File: src/rtl/key_arbiter.sv
// key_arbiter
//   Turns raw, bouncing note buttons into a single clean monophonic key selection.
//   Pipeline: 2-flop synchroniser -> per-key debounce -> press/release event pulses
//   -> last-note-priority FSM with registered outputs.
//
// Ports
//   clk         system clock, all flops on rising edge
//   rst         asynchronous, active-high reset
//   button_raw  raw asynchronous buttons, 1 = pressed (bit 0 = C4)
//   key_onehot  selected key, one-hot or all-zero
//   key_idx     binary index of the selected key (0 when none)
//   gate        1 while the note is sounding
//   new_note    1-cycle strobe when key_onehot takes a new nonzero value
module key_arbiter #(
    parameter int unsigned N_KEYS     = 12,
    parameter int unsigned DB_LIMIT   = 50000,
    parameter int unsigned RETRIG_GAP = 8
) (
    input  logic              clk,
    input  logic              rst,
    input  logic [N_KEYS-1:0] button_raw,
    output logic [N_KEYS-1:0] key_onehot,
    output logic [3:0]        key_idx,
    output logic              gate,
    output logic              new_note
);

    localparam int unsigned CW       = $clog2(DB_LIMIT + 1);
    localparam int unsigned CNT_LAST = DB_LIMIT - 1;
    localparam int unsigned GW       = (RETRIG_GAP > 1) ? $clog2(RETRIG_GAP) : 1;
    localparam int unsigned GAP_LAST = (RETRIG_GAP > 0) ? RETRIG_GAP - 1 : 0;

    typedef enum logic [1:0] {
        IDLE,
        PLAY,
        GAP
    } state_t;

    // Synchroniser and debounce state
    logic [N_KEYS-1:0] meta_q, sync_q;
    logic [N_KEYS-1:0] stable_q, stable_d;
    logic [CW-1:0]     cnt_q [N_KEYS];
    logic [CW-1:0]     cnt_d [N_KEYS];
    logic [N_KEYS-1:0] press_q, press_d;
    logic [N_KEYS-1:0] release_q, release_d;

    // Arbiter state
    state_t            state_q, state_d;
    logic [N_KEYS-1:0] sel_q, sel_d;
    logic [3:0]        idx_q, idx_d;
    logic              gate_q, gate_d;
    logic              new_note_q, new_note_d;
    logic [GW-1:0]     gap_q, gap_d;

    function automatic logic [N_KEYS-1:0] lowest_bit(input logic [N_KEYS-1:0] v);
        return v & (~v + N_KEYS'(1));
    endfunction

    function automatic logic [3:0] encode(input logic [N_KEYS-1:0] v);
        logic [3:0] r;
        r = '0;
        for (int unsigned i = 0; i < N_KEYS; i++) begin
            if (v[i]) r = 4'(i);
        end
        return r;
    endfunction

    // Debounce: the counter only runs while sync disagrees with stable; the edge
    // that would take it to DB_LIMIT flips stable instead and clears it.
    always_comb begin
        stable_d = stable_q;
        for (int unsigned k = 0; k < N_KEYS; k++) begin
            cnt_d[k] = '0;
            if (sync_q[k] != stable_q[k]) begin
                if (cnt_q[k] == CW'(CNT_LAST)) begin
                    stable_d[k] = ~stable_q[k];
                end else begin
                    cnt_d[k] = cnt_q[k] + CW'(1);
                end
            end
        end
        press_d   = stable_d & ~stable_q;
        release_d = ~stable_d & stable_q;
    end

    always_ff @(posedge clk or posedge rst) begin
        if (rst) begin
            meta_q    <= '0;
            sync_q    <= '0;
            stable_q  <= '0;
            press_q   <= '0;
            release_q <= '0;
            for (int unsigned k = 0; k < N_KEYS; k++) begin
                cnt_q[k] <= '0;
            end
        end else begin
            meta_q    <= button_raw;
            sync_q    <= meta_q;
            stable_q  <= stable_d;
            press_q   <= press_d;
            release_q <= release_d;
            for (int unsigned k = 0; k < N_KEYS; k++) begin
                cnt_q[k] <= cnt_d[k];
            end
        end
    end

    // Arbiter next-state. Events are registered, so stable_q already reflects
    // them when the FSM acts; a release leaves stable_q holding only the keys
    // still down, which is exactly the fallback candidate set.
    always_comb begin
        logic              take_new;
        logic [N_KEYS-1:0] next_key;

        state_d    = state_q;
        sel_d      = sel_q;
        idx_d      = idx_q;
        gate_d     = gate_q;
        new_note_d = 1'b0;
        gap_d      = gap_q;
        take_new   = 1'b0;
        next_key   = '0;

        case (state_q)
            IDLE: begin
                if (|press_q) begin
                    take_new = 1'b1;
                    next_key = lowest_bit(press_q);
                end
            end
            PLAY, GAP: begin
                if (|press_q) begin
                    take_new = 1'b1;
                    next_key = lowest_bit(press_q);
                end else if (|(release_q & sel_q)) begin
                    if (|stable_q) begin
                        take_new = 1'b1;
                        next_key = lowest_bit(stable_q);
                    end else begin
                        state_d = IDLE;
                        sel_d   = '0;
                        idx_d   = '0;
                        gate_d  = 1'b0;
                        gap_d   = '0;
                    end
                end else if (state_q == GAP) begin
                    gap_d = gap_q + GW'(1);
                    if (gap_q == GW'(GAP_LAST)) begin
                        state_d = PLAY;
                        gate_d  = 1'b1;
                        gap_d   = '0;
                    end
                end
            end
            default: begin
                state_d = IDLE;
                sel_d   = '0;
                idx_d   = '0;
                gate_d  = 1'b0;
                gap_d   = '0;
            end
        endcase

        if (take_new) begin
            sel_d      = next_key;
            idx_d      = encode(next_key);
            new_note_d = 1'b1;
            gap_d      = '0;
            if (state_q != IDLE && RETRIG_GAP > 0) begin
                state_d = GAP;
                gate_d  = 1'b0;
            end else begin
                state_d = PLAY;
                gate_d  = 1'b1;
            end
        end
    end

    always_ff @(posedge clk or posedge rst) begin
        if (rst) begin
            state_q    <= IDLE;
            sel_q      <= '0;
            idx_q      <= '0;
            gate_q     <= 1'b0;
            new_note_q <= 1'b0;
            gap_q      <= '0;
        end else begin
            state_q    <= state_d;
            sel_q      <= sel_d;
            idx_q      <= idx_d;
            gate_q     <= gate_d;
            new_note_q <= new_note_d;
            gap_q      <= gap_d;
        end
    end

    assign key_onehot = sel_q;
    assign key_idx    = idx_q;
    assign gate       = gate_q;
    assign new_note   = new_note_q;

endmodule

File: config.mk
export PLATFORM = sky130hd
export DESIGN_NAME = key_arbiter
export DESIGN_NICKNAME = d
export VERILOG_FILES = /design/src/rtl/key_arbiter.sv
export SDC_FILE = /design/constraint.sdc
export NUM_CORES = 1
export LEC_CHECK = 0
export CORE_MARGIN = 2
export CORE_UTILIZATION = 23
export DETAILED_ROUTE_END_ITERATION = 10
export SLEW_MARGIN = 20
export SYNTH_ARGS = -nofsm -noshare
export SYNTH_HDL_FRONTEND = slang
export SYNTH_SLANG_ARGS = --single-unit
File: constraint.sdc
create_clock -name clk -period 10.3 [get_ports clk]
set_clock_uncertainty 0.1 [all_clocks]
set_input_delay 1.03 -clock clk [delete_from_list [all_inputs] [get_ports clk]]
set_output_delay 1.03 -clock clk [all_outputs]
set_load 0.05 [all_outputs]
Word level (Yosys, flattened, before mapping)
Cells that the tools add are included.
{"block": "op_classes", "mux": 103, "bitwise": 20, "n_reduce_logical": 9, "n_addsub": 15, "n_eq_ne": 34}
{"cell": "2-to-1 mux 16 bit", "count": 24}
{"cell": "adder 16 x 1 -> 16 bit (second input constant)", "count": 12}
{"cell": "== test 16 bit (second input constant)", "count": 12}
{"cell": "2-to-1 mux 12 bit", "count": 8}
{"cell": "bitwise AND 12 bit", "count": 5}
{"cell": "2-to-1 mux 4 bit", "count": 14}
{"cell": "case mux 12 bit (2 select lines)", "count": 2}
{"cell": "2-to-1 mux 1 bit", "count": 37}
{"cell": "NOT 12 bit", "count": 3}
{"cell": "OR reduction 12 bit", "count": 3}
{"cell": "adder 12 x 1 -> 12 bit (second input constant)", "count": 2}
{"cell": "2-to-1 mux 3 bit", "count": 6}
{"cell": "2-to-1 mux 2 bit", "count": 7}
{"cell": "!= test 1 bit", "count": 12}
{"cell": "!= test 4 bit (second input constant)", "count": 3}
{"cell": "NOT 1 bit", "count": 12}
{"cell": "!= test 3 bit (second input constant)", "count": 3}
{"cell": "case mux 4 bit (2 select lines)", "count": 1}
{"cell": "AND reduction 4 bit", "count": 2}
{"cell": "case mux 3 bit (2 select lines)", "count": 1}
{"cell": "AND reduction 5 bit", "count": 1}
{"cell": "case mux 1 bit (2 select lines)", "count": 2}
{"cell": "case mux 2 bit (2 select lines)", "count": 1}
{"cell": "adder 3 x 1 -> 3 bit (second input constant)", "count": 1}
{"cell": "7 further kinds", "count": 7}
{"block": "totals", "ff_bits": 275, "in_bits": 14, "wordCells": 204}

Logic depth before layout (Yosys ltp)
Gate-level depths: netlist of run 1.
{"block": "logic_depth", "depth_word": 19, "mapped_depth": 9, "depth_no_buf": 8}

Worst setup path before layout of run 1
Ideal clock, no wire load.
{"block": "synth_path", "path_kind": "flip-flop to flip-flop", "start": "register state_q[0]", "end": "register idx_q[0] (netlist: key_idx[0])", "n_path_buf": 0, "required_ns": 10.074, "path_stages_with_launch": 9, "slack_ns": 7.617, "arrival_time_ns": 2.457, "path_cell_list": "dfrtp_1 inv_1 ha_1 or2_2 nor3b_1 o21ai_0 o311ai_0 or3_1 a221o_1"}
{"block": "synth_between", "elab_chain_cells": 15, "word_cells_on_any_way": 24, "cone_classes": "6 x eq/ne; 15 x mux; 3 x reduce/logical"}
{"element": "start: declaration", "line_no": "48", "rtl": "state_t state_q, state_d;"}
{"element": "start signal: assignment", "line_no": "188", "rtl": "state_q <= state_d;"}
{"element": "== test 2 bit or == test 2 x 1 -> 1 bit (tied branches)", "line_no": "124", "rtl": "case (state_q)"}
{"element": "OR reduction 2 bit", "line_no": "124"}
{"element": "case mux 12 bit (2 select lines)", "line_no": "124"}
{"element": "2-to-1 mux 1 bit", "line_no": "63", "rtl": "if (v[i]) r = 4'(i);"}
{"element": "2-to-1 mux 4 bit (10 in series)", "line_no": "63"}
{"element": "2-to-1 mux 4 bit", "line_no": "164", "rtl": "if (take_new) begin"}
{"element": "end signal: assignment", "line_no": "190", "rtl": "idx_q <= idx_d;"}
{"element": "end: declaration", "line_no": "50", "rtl": "logic [3:0] idx_q, idx_d;"}
Several ways; a longest one is shown, not always the timed one.
A chain may end at the register's enable or synchronous reset.

Worst setup path in the final report of run 1
{"block": "layout_path", "start": "register sel_q[6] (netlist: key_onehot[6])", "end": "output key_onehot[6]"}
{"element": "start: declaration", "line_no": "49", "rtl": "logic [N_KEYS-1:0] sel_q, sel_d;"}
{"element": "start signal: assignment", "line_no": "189", "rtl": "sel_q <= sel_d;"}
{"element": "end: declaration", "line_no": "22", "rtl": "output logic [N_KEYS-1:0] key_onehot,"}
No word-level cell between the ends.

==> results of run 1 <==
[cell type report]
| class | instances | area (um2) |
|---|---|---|
| Fill cell | 5549 | 38300 |
| Sequential cell | 274 | 6860 |
| Multi-Input combinational cell | 864 | 5290 |
| Tap cell | 688 | 861 |
| Clock buffer | 39 | 855 |
| Timing Repair Buffer | 33 | 329 |
| Clock inverter | 17 | 221 |
| Inverter | 21 | 86.3 |
| Antenna cell | 1 | 2.50 |
[power by group through the flow]
stage / Clock, mW / Combinational [mW] / Sequential, mW
2_1_floorplan: 0 / 0.0417 / 1.12
3_3_place_gp: 0 / 0.0585 / 1.12
3_5_place_dp: 0 / 0.0603 / 1.12
4_1_cts: 1.16 / 0.0605 / 1.10
5_1_grt: 1.22 / 0.0687 / 1.11
6_report: 1.13 / 0.0575 / 1.10
[metal layers]
metal | wire (um) | part of all wire (%) | vias up
met5 | 0 | 0 | -
met4 | 536 | 2.2 | 0
met3 | 1300 | 5.3 | 37
met2 | 10600 | 43 | 134
met1 | 12100 | 49 | 4028
li1 | - | - | 4103
[kinds of logic (layout without fill, tap and decap cells)]
group	count (synthesis)	after routing	share of synthesized area, %
AND/OR/NAND/NOR	595	595	23.5
flip-flops	274	274	55.7
XOR/XNOR	180	180	12.8
AO/OA/AOI/OAI	57	57	3.59
buffers and inverters	42	110	1.37
adder cells (fa/ha/maj)	17	17	1.73
multiplexers	15	15	1.35
other	0	1	0
[per-stage QoR]
stage               instances  setup slack, ns
floorplan                1180             1.62
global placement         1880             6.93
detailed placement       1880             6.91
CTS                      1936             7.24
global route             1936             7.17
finish                   1937             7.26
[worst reg2reg max path, cell delays in order, from the launching register on]
cell and delay, ns:
dfrtp_1 0.42, nor4_1 0.58, and3_1 0.51, nor2_1 0.13, a41oi_1 0.34, o21a_1 0.53
a22o_1 0.24
[cells in the final DEF, fill, tap and decap left out, drive strengths merged, types with 3 or more instances in the layout]
master         count
nor3              35
a31oi              4
or4                5
clkbuf            39
a22oi              8
nand2             86
clkinv            10
o31ai              3
a41oi              3
inv               21
nand2b            11
nor2b              4
o2bb2ai            3
nor4              14
nor3b             23
and3              49
dfrtp            274
ha                17
nor2             239
nand3             66
clkdlybuf4s50     31
clkinvlp           3
bufinv             4
xnor2             78
mux2              13
nand4             28
o21ai              8
xor2             102
or2               10
nor4b             14
a22o               7
and2               5
[sequential cells by signal, summed over array words and instances, names as in the netlist]
register and count:
press_q 12, key_onehot 12, key_idx 4, release_q 12, state_q 2, cnt_q 192
new_note 1, meta_q 12, gap_q 3, sync_q 12, stable_q 12
[worst min path at each step]
stage	start	to	slack [ns]	depth (start not counted)
final	meta_q[6]$_DFF_PP0_	sync_q[6]$_DFF_PP0_	0.24	0
after global routing	meta_q[6]$_DFF_PP0_	sync_q[6]$_DFF_PP0_	0.24	0
after global placement	meta_q[10]$_DFF_PP0_	sync_q[10]$_DFF_PP0_	0.24	0
after floorplan	meta_q[0]$_DFF_PP0_	sync_q[0]$_DFF_PP0_	0.23	0
after detailed placement	meta_q[10]$_DFF_PP0_	sync_q[10]$_DFF_PP0_	0.23	0
after CTS	meta_q[6]$_DFF_PP0_	sync_q[6]$_DFF_PP0_	0.23	0
[synth_stat cells, types with 4 or more instances]
master,n
dfrtp_1,274
nor4_1,13
o21ai_0,7
nand2_1,86
or2_2,10
mux2_2,13
nand4_1,28
nor2b_1,4
clkbuf_1,17
xor2_1,102
and2_1,4
nor4b_1,14
a22o_1,7
a31oi_1,4
inv_1,21
a22oi_1,8
nor3b_1,23
nor2_1,239
nor3_1,34
nand2b_1,11
ha_1,17
xnor2_1,78
and3_1,49
nand3_1,66
==> flow_summary.toml, run 1 <==
[run_status]
status = "finished clean"

[yosys]
yosys_most_used_dff = "dfrtp_1"
yosysUniqueCellTypes = 56
ys_warn_count = 0
yosysTopAreaCellShare_pct = 55.7
synth_edf_count = 0
postSynthCellCount = 1180
synth_fp_nets = 1211
syn_area_mm2 = 0.0123
seq_area_frac_synth_pct = 55.7
syn-mean-instance-area_um2 = 10.4
yosys.area.top_type = "dfrtp_1"
synth.area.top_cells = "dfrtp_1 (56%), nor2_1 (7.3%), xor2_1 (7.3%), xnor2_1 (5.5%), nand3_1 (2.7%)"
ys_ff_latch = 274
ys_async_sr_fraction_pct = 100

[floorplanning]
die_y_um = 235
pin_count = 32
die_area_mm2 = 0.0554
core_mm2 = 0.0528
die_w_um = 235
start_util_pct = 23.3
std_cell_rows = 84

[drt]
antenna_left = 0
drt-pass1-iter-count = 5
num_vias = 8302
viasPerCell = 4.29
totalWireLength_um = 24500
drc = 0
drt_iter0_markers = 472
wl_per_cell_um = 12.6

[critical_path]
endpoint_kind = "primary output"
start_kind = "flop"
cp.depth = 1
rr_startpoint = "press_q[8]$_DFF_PP0_"
critPathArrivalTime_ns = 1.91
cp_cell_sequence = "clkdlybuf4s50_1"
max_stage_delay_ns = 0.86
crit_fanout = 3
path_class = "flop to primary output"
crit_family = "buffers and inverters"
startpoint = "key_onehot[6]$_DFFE_PP0P_"
rr_endpoint = "key_onehot[6]$_DFFE_PP0P_"
crit_end = "key_onehot[6]"
ff2ff_setup_slack_ns = 7.39
worstRegToRegCells = 6
slowest_stage = "clkdlybuf4s50_1"
crit_buf_inv = 1
cp.required_ns = 9.17

[global_routing]
grt_pass1_wl_um = 41600
grt.overflow.total = 0
use_met1_pct = 12.5
track_usage_pct = 8.84
grt_pass1_vias = 8380
met2_usage_pct = 13.4
gr-usage-met3_pct = 2.15
top_usage_layer = "met2"
grt_start_max_net_pins = 120
antenna_found_initial = 1

[cts]
cts.clk_slew.worst_paths_ns = 0.07
clkLatencyLatePin_ns = 0.57
post_cts_resize_count = 0
h-tree-depth = 1
clock-root-buffer = "clkbuf_16"
tritoncts.num_buffers = 30
cts_hold_buf = 0
cts_setup_buffers = 0
tritoncts = "yes"
clock_path_buffers = 3
cts_sinks = 274

[timing]
rsz0062_at_grt = "no"
slew_headroom_pct = 39.3
fmax_mhz = 329
hold_viol_final = 0
slew_violations = 0
worst_hold_slack_ns = 0.238
finalCritPeriodShare_pct = 29.5
worst_slew_pin_slew_ns = 0.910
setup_viol = 0
tns_ns = 0
period_needed_ns = 3.04

[job]
cap_violations = 0

[placed_design]
place_area_mm2 = 0.0134
place.detailed.hpwl_um = 16800
gp_congestion = 0.844
io_buffers = 31

[power_and_ir_drop]
cellPowerDensity_mw_per_mm2 = 158
switchingPower_uw = 498
finalPower_mw = 2.30
power_frac_seq_pct = 48.1
irDropWorstVdd_uv = 110
switching_share_pct = 21.7
p_int_mw = 1.80
pwr-share-comb_pct = 2.5
clkPwrFrac_pct = 49.4
p_leak_nw = 6.27

[hold_path]
hold_path_class = "flop to flop"

[finish]
drive_above_1_share_pct = 7.05
post-route-util_pct = 27.5
nets = 1255
final_cell_area_mm2 = 0.0145
syn_to_final_growth_pct = 17.8
No activity file was read; power rests on OpenSTA's default activity.
==> run 2: changes to the inputs <==
- clock period: 10.3 -> 2.75 ns (I/O delays scaled with it)
==> run 2 against run 1 <==
Die area is the same. Critical path depth grew 6. Global-route usage up 0.21 points. Via count up 0.95%. Register-to-register slack got worse by 7.3 ns. Utilization increased by 0.32 points. Clock-buffer cell count shrank 1. Flip-flop and latch count is the same. Final area is 1.2% higher. Highest routed layer unchanged. Final cell count grew 1.1%. Hold slack got worse by 0.20 ns. Largest power group is now registers. Power grew to 3.7 times the previous value.
==> flow_summary.toml, run 2 (synthesis results as in run 1) <==
[cts]
cts.clk_slew.worst_paths_ns = 0.06
tritoncts.num_buffers = 31
cts_sinks = 274
post_cts_resize_count = 0
cts_setup_buffers = 0
h-tree-depth = 1
clock_path_buffers = 3
clkLatencyLatePin_ns = 0.56
cts_hold_buf = 0
tritoncts = "yes"
clock-root-buffer = "clkbuf_16"

[global_routing]
grt.overflow.total = 0
grt_pass1_wl_um = 42000
track_usage_pct = 9.04
grt_pass1_vias = 8366
grt_start_max_net_pins = 65
antenna_found_initial = 0

[placed_design]
io_buffers = 31
place_inst = 1905
place.detailed.hpwl_um = 17700
gp_congestion = 0.867

[floorplanning]
pin_count = 32
die_y_um = 235
std_cell_rows = 84
start_util_pct = 23.3
die_w_um = 235
die_area_mm2 = 0.0554
core_mm2 = 0.0528

[finish]
stdcell_count = 1959
syn_to_final_growth_pct = 19.1
post-route-util_pct = 27.8
final_common_cell = "dfrtp_1"
layout_common_cells = "dfrtp_1 (274), nor2_1 (239), xor2_1 (102), nand2_1 (86), xnor2_1 (78)"
drive_above_1_share_pct = 8.50
nets = 1281
largest_reg_flops = 192
n_antenna_cell = 0
regMostFlops = "cnt_q"

[timing]
rsz0062_at_grt = "no"
worst_hold_slack_ns = 0.0387
finalCritPeriodShare_pct = 95.0
setup_viol = 0
hold_viol_final = 0
period_needed_ns = 2.61
slew_headroom_pct = 54.8
worst_slew_pin_slew_ns = 0.675
fmax_mhz = 383
tns_ns = 0
slew_violations = 0

[run_status]
status = "finished clean"

[power_and_ir_drop]
p_leak_nw = 6.38
irDropWorstVdd_uv = 426
cellPowerDensity_mw_per_mm2 = 577

[drt]
drt-pass1-iter-count = 5
num_vias = 8381
drc = 0
totalWireLength_um = 25100
drt_iter0_markers = 518
viasPerCell = 4.28
wl_per_cell_um = 12.8
antenna_left = 0

[critical_path]
ff2ff_setup_slack_ns = 0.14
critPathArrivalTime_ns = 2.95
crit_fanout = 11
slowest_stage = "or4_4"
crit_family = "simple AND/OR/NAND/NOR gates"
max_stage_delay_ns = 0.57
crit_buf_inv = 1
start_kind = "flop"
cp.required_ns = 3.09
cp_cell_sequence = "or4_4 -> nor3_4 -> and2_4 -> o41a_2 -> inv_1 -> and2_1 -> a221o_1"
path_class = "flop to flop"
endpoint_kind = "flop"

[hold_path]
hold_path_class = "input pin to async pin"

[job]
cap_violations = 0
run 2: cell types whose count changed in the layout (fill, tap and decap cells not counted):
cell       before  now
buf_4           1   23
inv_6           0    2
clkbuf_8        7    2
clkbuf_1        2    5
inv_8           1    0
clkbuf_16      30   31
clkinv_2        8    7
buf_6           1    0
diode_2         1    0
clkinv_16       1    0
buf_12          0    4
run 2: worst register-to-register path, delay by kind of cell, from the launching register on:
kind / cells / cell delay (ns)
buffers and inverters: 1 / 0.20
AOI/OAI and AO/OA: 2 / 0.45
and+or+nand+nor: 4 / 1.37
DFF: 1 / 0.38
run 2: area by class of cell:
cell class              instances  area (um2)
fillers                      5515       38100
well taps                     688         861
inverters                      21        82.6
flip-flops and latches        274        6860
clock inverters                16         196
clock buffers                  38         822
repair buffers                 58         563
multi-input cells             864        5290
run 2: power by group:
group | leakage (nW) | switching, mW | internal [mW] | total [mW]
Combinational | 2.14 | 0.153 | 0.0795 | 0.232
Sequential | 3.74 | 0.0449 | 4.09 | 4.14
Clock | 0.500 | 1.60 | 2.49 | 4.09
Total | 6.38 | 1.80 | 6.66 | 8.46
run 2: per-stage QoR:
step                power [mW]  setup slack [ns]  cell area (um2)
CTS                       8.62             0.147            14700
floorplan                 4.36             -1.25            12300
global placement          4.45             0.209            13600
global route              8.83            0.0488            14700
finish                    8.46             0.138            14700
detailed placement        4.45             0.163            13600
run 2: routing by layer:
layer / GRT usage [%] / up-vias / routed length [um]
li1: - / 4145 / -
met1: 12.6 / 4085 / 12400
met2: 13.9 / 110 / 11000
met3: 2.22 / 41 / 1090
met4: 2.51 / 0 / 592
met5: 0 / - / 0
run 2: worst paths after layout:
kind / from / to / depth (start not counted)
worst min-delay path: rst / cnt_q[33]$_DFF_PP0_ / 2
worst max-delay path: stable_q[1]$_DFF_PP0_ / key_idx[0]$_DFFE_PP0P_ / 7
worst min register to register: meta_q[11]$_DFF_PP0_ / sync_q[11]$_DFF_PP0_ / 0
max in group asynchronous: rst / cnt_q[69]$_DFF_PP0_ / 3
min in group clk: button_raw[10] / meta_q[10]$_DFF_PP0_ / 1
worst max register to register: stable_q[1]$_DFF_PP0_ / key_idx[0]$_DFFE_PP0P_ / 7
==> run 3: changes to the inputs <==
- RECOVER_POWER: unset -> 50
==> run 3 against run 2 <==
Combinational power fell by 7%. Flip-flop and latch count did not move. Final area fell by 0.45%. Sequential share of layout area rose by 0.21 points. Clock power barely moved. Hold slack improved by 0.12 ns. Power fell by 0.18%. Clock-buffer cell count did not move. Routed wire length fell by 0.35%. First-iteration DRC count fell by 3.9%. Die area did not move. Via count rose by 0.24%.
==> flow_summary.toml, run 3 (synthesis results as in run 1) <==
[critical_path]
max_stage_delay_ns = 0.57
start_kind = "flop"
path_class = "flop to flop"
crit_buf_inv = 1
cp_cell_sequence = "or4_4 -> nor3_4 -> and2_4 -> o41a_2 -> inv_1 -> and2_1 -> a221o_1"
endpoint_kind = "flop"
crit_fanout = 11
crit_family = "simple AND/OR/NAND/NOR gates"
critPathArrivalTime_ns = 2.94
slowest_stage = "or4_4"
cp.required_ns = 3.09

[drt]
totalWireLength_um = 25000
drt-pass1-iter-count = 5
viasPerCell = 4.29
wl_per_cell_um = 12.8
drc = 0
drt_iter0_markers = 498
num_vias = 8401
antenna_left = 0

[cts]
cts_setup_buffers = 0
tritoncts = "yes"
tritoncts.num_buffers = 31
cts_sinks = 274
clkLatencyLatePin_ns = 0.56
h-tree-depth = 1
post_cts_resize_count = 0
cts_hold_buf = 0
clock-root-buffer = "clkbuf_16"
clock_path_buffers = 3
cts.clk_slew.worst_paths_ns = 0.06

[global_routing]
grt_pass1_wl_um = 42000
track_usage_pct = 9.04
grt_start_max_net_pins = 65
grt.overflow.total = 0
grt_pass1_vias = 8366
antenna_found_initial = 0

[placed_design]
place.detailed.hpwl_um = 17700
io_buffers = 31
gp_congestion = 0.867
place_area_mm2 = 0.0136

[timing]
finalCritPeriodShare_pct = 94.5
hold_viol_final = 0
slew_headroom_pct = 8.60
worst_hold_slack_ns = 0.163
worst_slew_pin_slew_ns = 1.37
fmax_mhz = 385
period_needed_ns = 2.60
setup_viol = 0
rsz0062_at_grt = "no"
slew_violations = 0

[finish]
final_cell_area_mm2 = 0.0146
largest_reg_flops = 192
n_antenna_cell = 0
nets = 1281
layout_common_cells = "dfrtp_1 (274), nor2_1 (239), xor2_1 (102), nand2_1 (86), xnor2_1 (78)"
final_common_cell = "dfrtp_1"
syn_to_final_growth_pct = 18.6
fillers = 5524
regMostFlops = "cnt_q"
drive_above_1_share_pct = 8.10

[floorplanning]
die_area_mm2 = 0.0554
die_w_um = 235
start_util_pct = 23.3
pin_count = 32
core_mm2 = 0.0528
std_cell_rows = 84
die_y_um = 235

[power_and_ir_drop]
p_leak_nw = 6.35
irDropWorstVdd_uv = 427
cellPowerDensity_mw_per_mm2 = 578

[job]
cap_violations = 0

[hold_path]
hold_path_class = "input pin to flop"

[run_status]
status = "finished clean"
## run 3: changes by cell type in the layout (fill, tap and decap cells not counted)
cell / previous run / this run
buf_12: 4 / 1
buf_2: 0 / 1
buf_4: 23 / 18
clkbuf_1: 5 / 10
clkbuf_2: 0 / 2
clkdlybuf4s50_1: 31 / 18
clkinvlp_2: 0 / 1
clkinvlp_4: 3 / 2
dlygate4sd3_1: 0 / 13
## run 3: metrics by stage
step | util, % | worst slack, ns | cells | total power [mW] | TNS (ns)
after detailed placement | 25.9 | 0.163 | 1905 | 4.45 | 0
after global placement | 25.9 | 0.209 | 1905 | 4.45 | 0
after floorplan | - | -1.25 | 1180 | 4.36 | -342.06
after CTS | 27.8 | 0.147 | 1959 | 8.62 | 0
after global routing | 27.7 | 0.0488 | 1959 | 8.82 | 0
final | 27.7 | 0.152 | 1959 | 8.45 | 0
## run 3: worst reg2reg max path: stages, from the launching register on
cell and delay [ns]:
dfrtp_1 0.38, or4_4 0.57, nor3_4 0.33, and2_4 0.24, o41a_2 0.19, inv_1 0.19, and2_1 0.21, a221o_1 0.26
## run 3: cell type report
cell class	count	area [um2]	share of cell area (%)
Sequential cell	274	6860	47.0
Multi-Input combinational cell	864	5290	36.2
Tap cell	688	861	5.90
Clock buffer	38	822	5.63
Timing Repair Buffer	58	499	3.42
Clock inverter	16	196	1.35
Inverter	21	80.1	0.548
## run 3: worst paths after layout
kind,slack [ns],start,cells after the start,endpoint
setup / recovery,0.15,stable_q[1]$_DFF_PP0_,7,key_idx[0]$_DFFE_PP0P_
hold / removal,0.16,button_raw[10],1,meta_q[10]$_DFF_PP0_
setup reg to reg,0.15,stable_q[1]$_DFF_PP0_,7,key_idx[0]$_DFFE_PP0P_
hold reg to reg,0.25,meta_q[11]$_DFF_PP0_,0,sync_q[11]$_DFF_PP0_
max in group asynchronous,0.49,rst,3,cnt_q[171]$_DFF_PP0_
min in group asynchronous,0.23,rst,2,cnt_q[33]$_DFF_PP0_
## run 3: where the power goes
group          total (mW)  internal, mW  leakage [nW]  switching (mW)
clock network        4.09          2.49         0.500            1.60
logic               0.216        0.0654          2.11           0.151
registers            4.14          4.09          3.74          0.0448
## run 3: routing by layer
layer	global-route usage, %	vias to the layer above	share of wire, %
li1	-	4147	-
met2	13.9	114	44
met4	2.51	0	2.5
met3	2.22	45	4.3
met1	12.6	4095	49
met5	0	-	0
